$ cat src/rtl/result_serializer.sv
// Captures the accelerator's parallel class scores on a rising acc_ready and streams them
// one per valid/ready handshake, tracking a running signed argmax over the frame.
module result_serializer #(
  parameter int DATA_W      = 32,
  parameter int NUM_CLASSES = 10,
  parameter int IDX_W       = 4
) (
  input  logic                          clk,
  input  logic                          reset,
  input  logic                          acc_ready,
  input  logic [NUM_CLASSES*DATA_W-1:0] result_flat,
  output logic                          out_valid,
  input  logic                          out_ready,
  output logic [DATA_W-1:0]             out_data,
  output logic [IDX_W-1:0]              out_index,
  output logic                          out_last,
  output logic [IDX_W-1:0]              argmax,
  output logic                          argmax_valid,
  output logic                          busy,
  output logic                          overrun
);

  typedef enum logic {IDLE, STREAM} state_t;

  localparam logic [IDX_W-1:0] LAST_IDX = IDX_W'(NUM_CLASSES - 1);

  state_t                   state, state_nxt;
  logic                     acc_ready_q;
  logic                     rise;
  logic [DATA_W-1:0]        shadow [NUM_CLASSES];
  logic [IDX_W-1:0]         idx;
  logic [IDX_W-1:0]         amax;
  logic signed [DATA_W-1:0] max_q;
  logic signed [DATA_W-1:0] cur;
  logic                     handshake;
  logic                     last;
  logic                     take;

  assign rise      = acc_ready & ~acc_ready_q;
  assign cur       = shadow[idx];
  assign last      = (idx == LAST_IDX);
  assign handshake = (state == STREAM) & out_ready;
  // Strict compare keeps the lowest index on ties; word 0 always seeds the running max.
  assign take      = (idx == '0) || (cur > max_q);

  always_ff @(posedge clk) begin
    if (!reset) state <= IDLE;
    else        state <= state_nxt;
  end

  always_comb begin
    // NOTE: every output gets a default before the case so no path leaves it unassigned,
    // which would otherwise infer a latch.
    state_nxt = state;
    out_valid = 1'b0;
    busy      = 1'b0;
    out_data  = '0;
    out_index = '0;
    out_last  = 1'b0;
    unique case (state)
      IDLE: begin
        if (rise) state_nxt = STREAM;
      end
      STREAM: begin
        out_valid = 1'b1;
        busy      = 1'b1;
        out_data  = cur;
        out_index = idx;
        out_last  = last;
        if (handshake && last) state_nxt = IDLE;
      end
      default: state_nxt = IDLE;
    endcase
  end

  always_ff @(posedge clk) begin
    if (!reset) begin
      // NOTE: the high reset value makes a level already high at release look like "no edge".
      acc_ready_q  <= 1'b1;
      idx          <= '0;
      amax         <= '0;
      max_q        <= '0;
      argmax       <= '0;
      argmax_valid <= 1'b0;
      overrun      <= 1'b0;
      // NOTE: the shadow bank is small and must read as zero after reset, so it is reset
      // explicitly rather than left to power-up contents.
      for (int k = 0; k < NUM_CLASSES; k++) shadow[k] <= '0;
    end else begin
      // NOTE: state registers use non-blocking assignment so every read sees the
      // pre-edge value regardless of statement order.
      acc_ready_q <= acc_ready;

      if (state == IDLE && rise) begin
        for (int k = 0; k < NUM_CLASSES; k++) shadow[k] <= result_flat[k*DATA_W +: DATA_W];
        idx          <= '0;
        argmax_valid <= 1'b0;
      end

      if (state == STREAM && rise) overrun <= 1'b1;

      if (handshake) begin
        if (take) begin
          max_q <= cur;
          amax  <= idx;
        end
        if (last) begin
          argmax       <= take ? idx : amax;
          argmax_valid <= 1'b1;
        end else begin
          idx <= idx + IDX_W'(1);
        end
      end
    end
  end

endmodule

$ cat config.mk
export PLATFORM = sky130hd
export DESIGN_NAME = result_serializer
export DESIGN_NICKNAME = d
export VERILOG_FILES = /design/src/rtl/result_serializer.sv
export SDC_FILE = /design/constraint.sdc
export NUM_CORES = 1
export LEC_CHECK = 0
export ABC_AREA = 1
export CAP_MARGIN = 25
export CORE_MARGIN = 1.5
export CORE_UTILIZATION = 52
export CTS_CLUSTER_SIZE = 25
export DETAILED_ROUTE_END_ITERATION = 8
export MAX_ROUTING_LAYER = met4
export PLACE_DENSITY = 0.81
export SETUP_SLACK_MARGIN = 0.1
export SYNTH_ARGS = -nofsm -noshare
export SYNTH_HDL_FRONTEND = slang
export SYNTH_SLANG_ARGS = --single-unit
$ cat constraint.sdc
create_clock -name clk -period 13.7 [get_ports clk]
set_clock_uncertainty 0.2 [all_clocks]
set_input_delay 3.425 -clock clk [delete_from_list [all_inputs] [get_ports clk]]
set_output_delay 3.425 -clock clk [all_outputs]
set_load 0.02 [all_outputs]
==> summary.md <==
| Metric | Value |
|---|---|
| Result of the run | completed |
| Most common cell after layout, fill and taps aside | sky130_fd_sc_hd__nor2_1 |
| Worst-Margin Slew | 1210 ps |
| Final Max Slew Viols | 0 |
| Type of the worst setup path | flip-flop to output pin |
| Global-route wire length before repair | 75900 um |
| Post-route setup TNS | 0 ps |
| Clock buffers created by TritonCTS | 39 |
| Clk sinks | 368 |
| Avg Synthesized Cell Area | 9.04 um^2 |
| Initial core utilization | 0.526 |
| Worst path required time | 10070 ps |
| Clock Tree Buf Depth | 3 |
| Layout net count | 2669 |
| Netlist cell types | 38 |
| Cell Area, Synth | 18100 um^2 |
| EDFF count, synth | 320 |
| Final cycle utilization of the critical path | 0.569 |
| Unrepaired setup endpoints after global routing | no |
| WL per Instance | 18.0 um |
| Type of element launching the critical path | flip-flop |
| Maximum level of the CTS H-tree | 2 |
| Total inserted antenna cells | 0 |
| Fin. Hold Viols | 0 |
| Synthesized instance count | 2004 |
| Peak Freq | 0.128 GHz |
| Number of buffers inserted for hold repair after clock tree synthesis | 0 |
| Number of port buffers | 368 |
| Register clock-pin slew on the reported worst setup and hold paths | 60 ps |
| IR Drop Worst-Case VDD | 89.9 uV |
| Via count normalized by instance count | 5.25 |
| Maximum number of pins on one net before global-route repair | 265 |
| Clock tree from TritonCTS | done |
| Placeable core region | 34500 um^2 |
| Post-layout power | 2590 uW |
| Dominant synthesized flop cell | sky130_fd_sc_hd__edfxtp_1 |
| Placement Rows | 68 |
| Number of maximum-capacitance violations | 0 |
| Final routed wirelength across all metal layers | 50200 um |
| Leakage | 0.0102 uW |
| Number of antenna violations at the first check in global routing | 0 |
| Layout cell share with drive strength beyond 1 | 0.0671 |
| Library cell used as clock root buffer | sky130_fd_sc_hd__clkbuf_16 |
| Mapped Nets | 2363 |
| Number of global-route vias before repair | 14400 |
| Capturing element type of the critical path | output pin |
| Arr. time, crit path | 4170 ps |
| Total routing resource utilization after global routing | 0.284 |
| Hold Path Class | flip-flop to flip-flop |
| Cell with the largest stage delay on the worst path | sky130_fd_sc_hd__buf_4 |
| Count of final setup violators | 0 |
| Clock latency at the later pin of the worst-skew pair | 530 ps |
| Share of synthesized area occupied by flip-flops and latches | 0.583 |
| Filler Cells Inserted | 2640 |
| Number of buffers inserted by post-CTS setup repair | 0 |
| Pre-antenna DRT Iters | 6 |
| Growth of design area from synthesis to finish | 27.7% |
| Die Outline Area | 36000 um^2 |
| Sequence of cells on the critical path | buf_4 -> buf_4 -> o21ai_0 -> o22ai_1 -> nand2_1 -> o211ai_1 -> nand2_1 -> inv_1 -> clkdlybuf4s50_1 |
| DP Wirelength | 34300 um |
| Synthesis-stage register bit count | 368 |
| FFs w/ async S/R, synth | 0 |
| Min Tclk post-route | 7800 ps |
| Final worst slack | 5900 ps |
| Number of DRC markers after the initial detailed-route iteration | 1495 |
| Syn. warnings | 0 |
| Count of vias placed by the detailed router | 14700 |
| Commonest cells after routing, fill and taps aside | sky130_fd_sc_hd__nor2_1 (503), sky130_fd_sc_hd__inv_1 (409), sky130_fd_sc_hd__clkdlybuf4s50_1 (368) |
| I/O pin cnt | 369 |
| Pre-CTS setup slack | 6520 ps |
| Total power divided by cell area | 112 nW/um^2 |
| Global route total overflow | 0 |
| Largest driver fanout on the critical path | 70 |
| DRC violation count after routing | 0 |
| Count of instances resized after the clock tree is built | 0 |
| Number of nets with antenna violations after routing | 0 |
| Chip Height | 190 um |
| Routability-driven placement congestion ratio | 0.884 |
| Die outline width | 190 um |
| CP peak stage delay | 640 ps |
| Tightest slew margin relative to the limit | 0.191 |
## final timing paths
kind	from	slack (ps)	cells after the start	to
setup / recovery	idx[0]$_SDFF_PN0_	5900	9	out_data[11]
hold / removal	overrun$_SDFFE_PN0P_	270	1	overrun$_SDFFE_PN0P_
setup reg to reg	idx[0]$_SDFF_PN0_	8380	19	max_q[0]$_SDFFE_PN0P_
hold reg to reg	overrun$_SDFFE_PN0P_	270	1	overrun$_SDFFE_PN0P_
## synth_stat cells (10+ instances only)
cell type | instances | share of area
sky130_fd_sc_hd__nor2_1 | 505 | 0.10
sky130_fd_sc_hd__inv_1 | 410 | 0.085
sky130_fd_sc_hd__edfxtp_1 | 320 | 0.53
sky130_fd_sc_hd__nand2_1 | 159 | 0.033
sky130_fd_sc_hd__o21ai_0 | 154 | 0.043
sky130_fd_sc_hd__clkbuf_1 | 79 | 0.016
sky130_fd_sc_hd__o22ai_1 | 64 | 0.022
sky130_fd_sc_hd__dfxtp_1 | 48 | 0.053
sky130_fd_sc_hd__nand3_1 | 40 | 0.011
sky130_fd_sc_hd__ha_1 | 35 | 0.024
sky130_fd_sc_hd__a21oi_2 | 33 | 0.016
sky130_fd_sc_hd__nand2_2 | 32 | 0.011
sky130_fd_sc_hd__buf_2 | 24 | 0.0066
sky130_fd_sc_hd__o211ai_1 | 22 | 0.0091
sky130_fd_sc_hd__a21oi_1 | 18 | 0.0050
sky130_fd_sc_hd__o21ai_1 | 16 | 0.0044
sky130_fd_sc_hd__o211ai_2 | 10 | 0.0069
## stage by stage
| stage | utilization | area [um^2] | instances | hold slack, ps |
|---|---|---|---|---|
| 3_5_place_dp | 0.637 | 22000 | 2724 | 258 |
| 4_1_cts | 0.672 | 23100 | 2794 | 268 |
| 6_report | 0.672 | 23100 | 2794 | 266 |
| 5_1_grt | 0.672 | 23100 | 2794 | 283 |
| 2_1_floorplan | - | 18100 | 2004 | 244 |
| 3_3_place_gp | 0.637 | 22000 | 2724 | 253 |
## layout make-up
cell class              count  area [um^2]  area share
clock buffers              50         1080      0.0467
repair buffers            381         3810       0.164
clock inverters            20          100     0.00433
multi-input cells        1108         5460       0.236
well taps                 455          569      0.0246
flip-flops and latches    368        10600       0.457
inverters                 412         1550      0.0669
## logic make-up after synthesis
| family | after synthesis | share of synthesized area |
|---|---|---|
| and+or+nand+nor | 749 | 0.167 |
| buffers and inverters | 528 | 0.116 |
| DFF | 368 | 0.583 |
| AOI/OAI and AO/OA | 323 | 0.108 |
| adders and majority gates | 35 | 0.0242 |
| xor gates and xnor gates | 1 | 0.000484 |
## critical path, delay by kind of cell (launching register included)
kind	cells	cell delay (ps)
and+or+nand+nor	2	200
AOI/OAI and AO/OA	3	780
DFF	1	580
buffers and inverters	4	2030
## flip-flops by register name, indices dropped and copies added (netlist names)
register      count
shadow          320
acc_ready_q       1
overrun           1
amax              4
state             1
argmax            4
max_q            32
idx               4
argmax_valid      1
## power breakdown
part | leakage, uW | total (uW) | switching, uW | internal (uW)
Combinational | 0.00588 | 314 | 173 | 142
Sequential | 0.00374 | 1290 | 17.9 | 1280
Clock | 0.000582 | 980 | 424 | 556
## metal layers
layer | GRT usage | up-vias | part of all wire
met5 | - | - | 0
met4 | 0.133 | 0 | 0.047
met3 | 0.0367 | 120 | 0.078
met2 | 0.467 | 726 | 0.48
met1 | 0.351 | 6860 | 0.39
li1 | - | 6974 | -
Power figures use the tool's default switching activity.
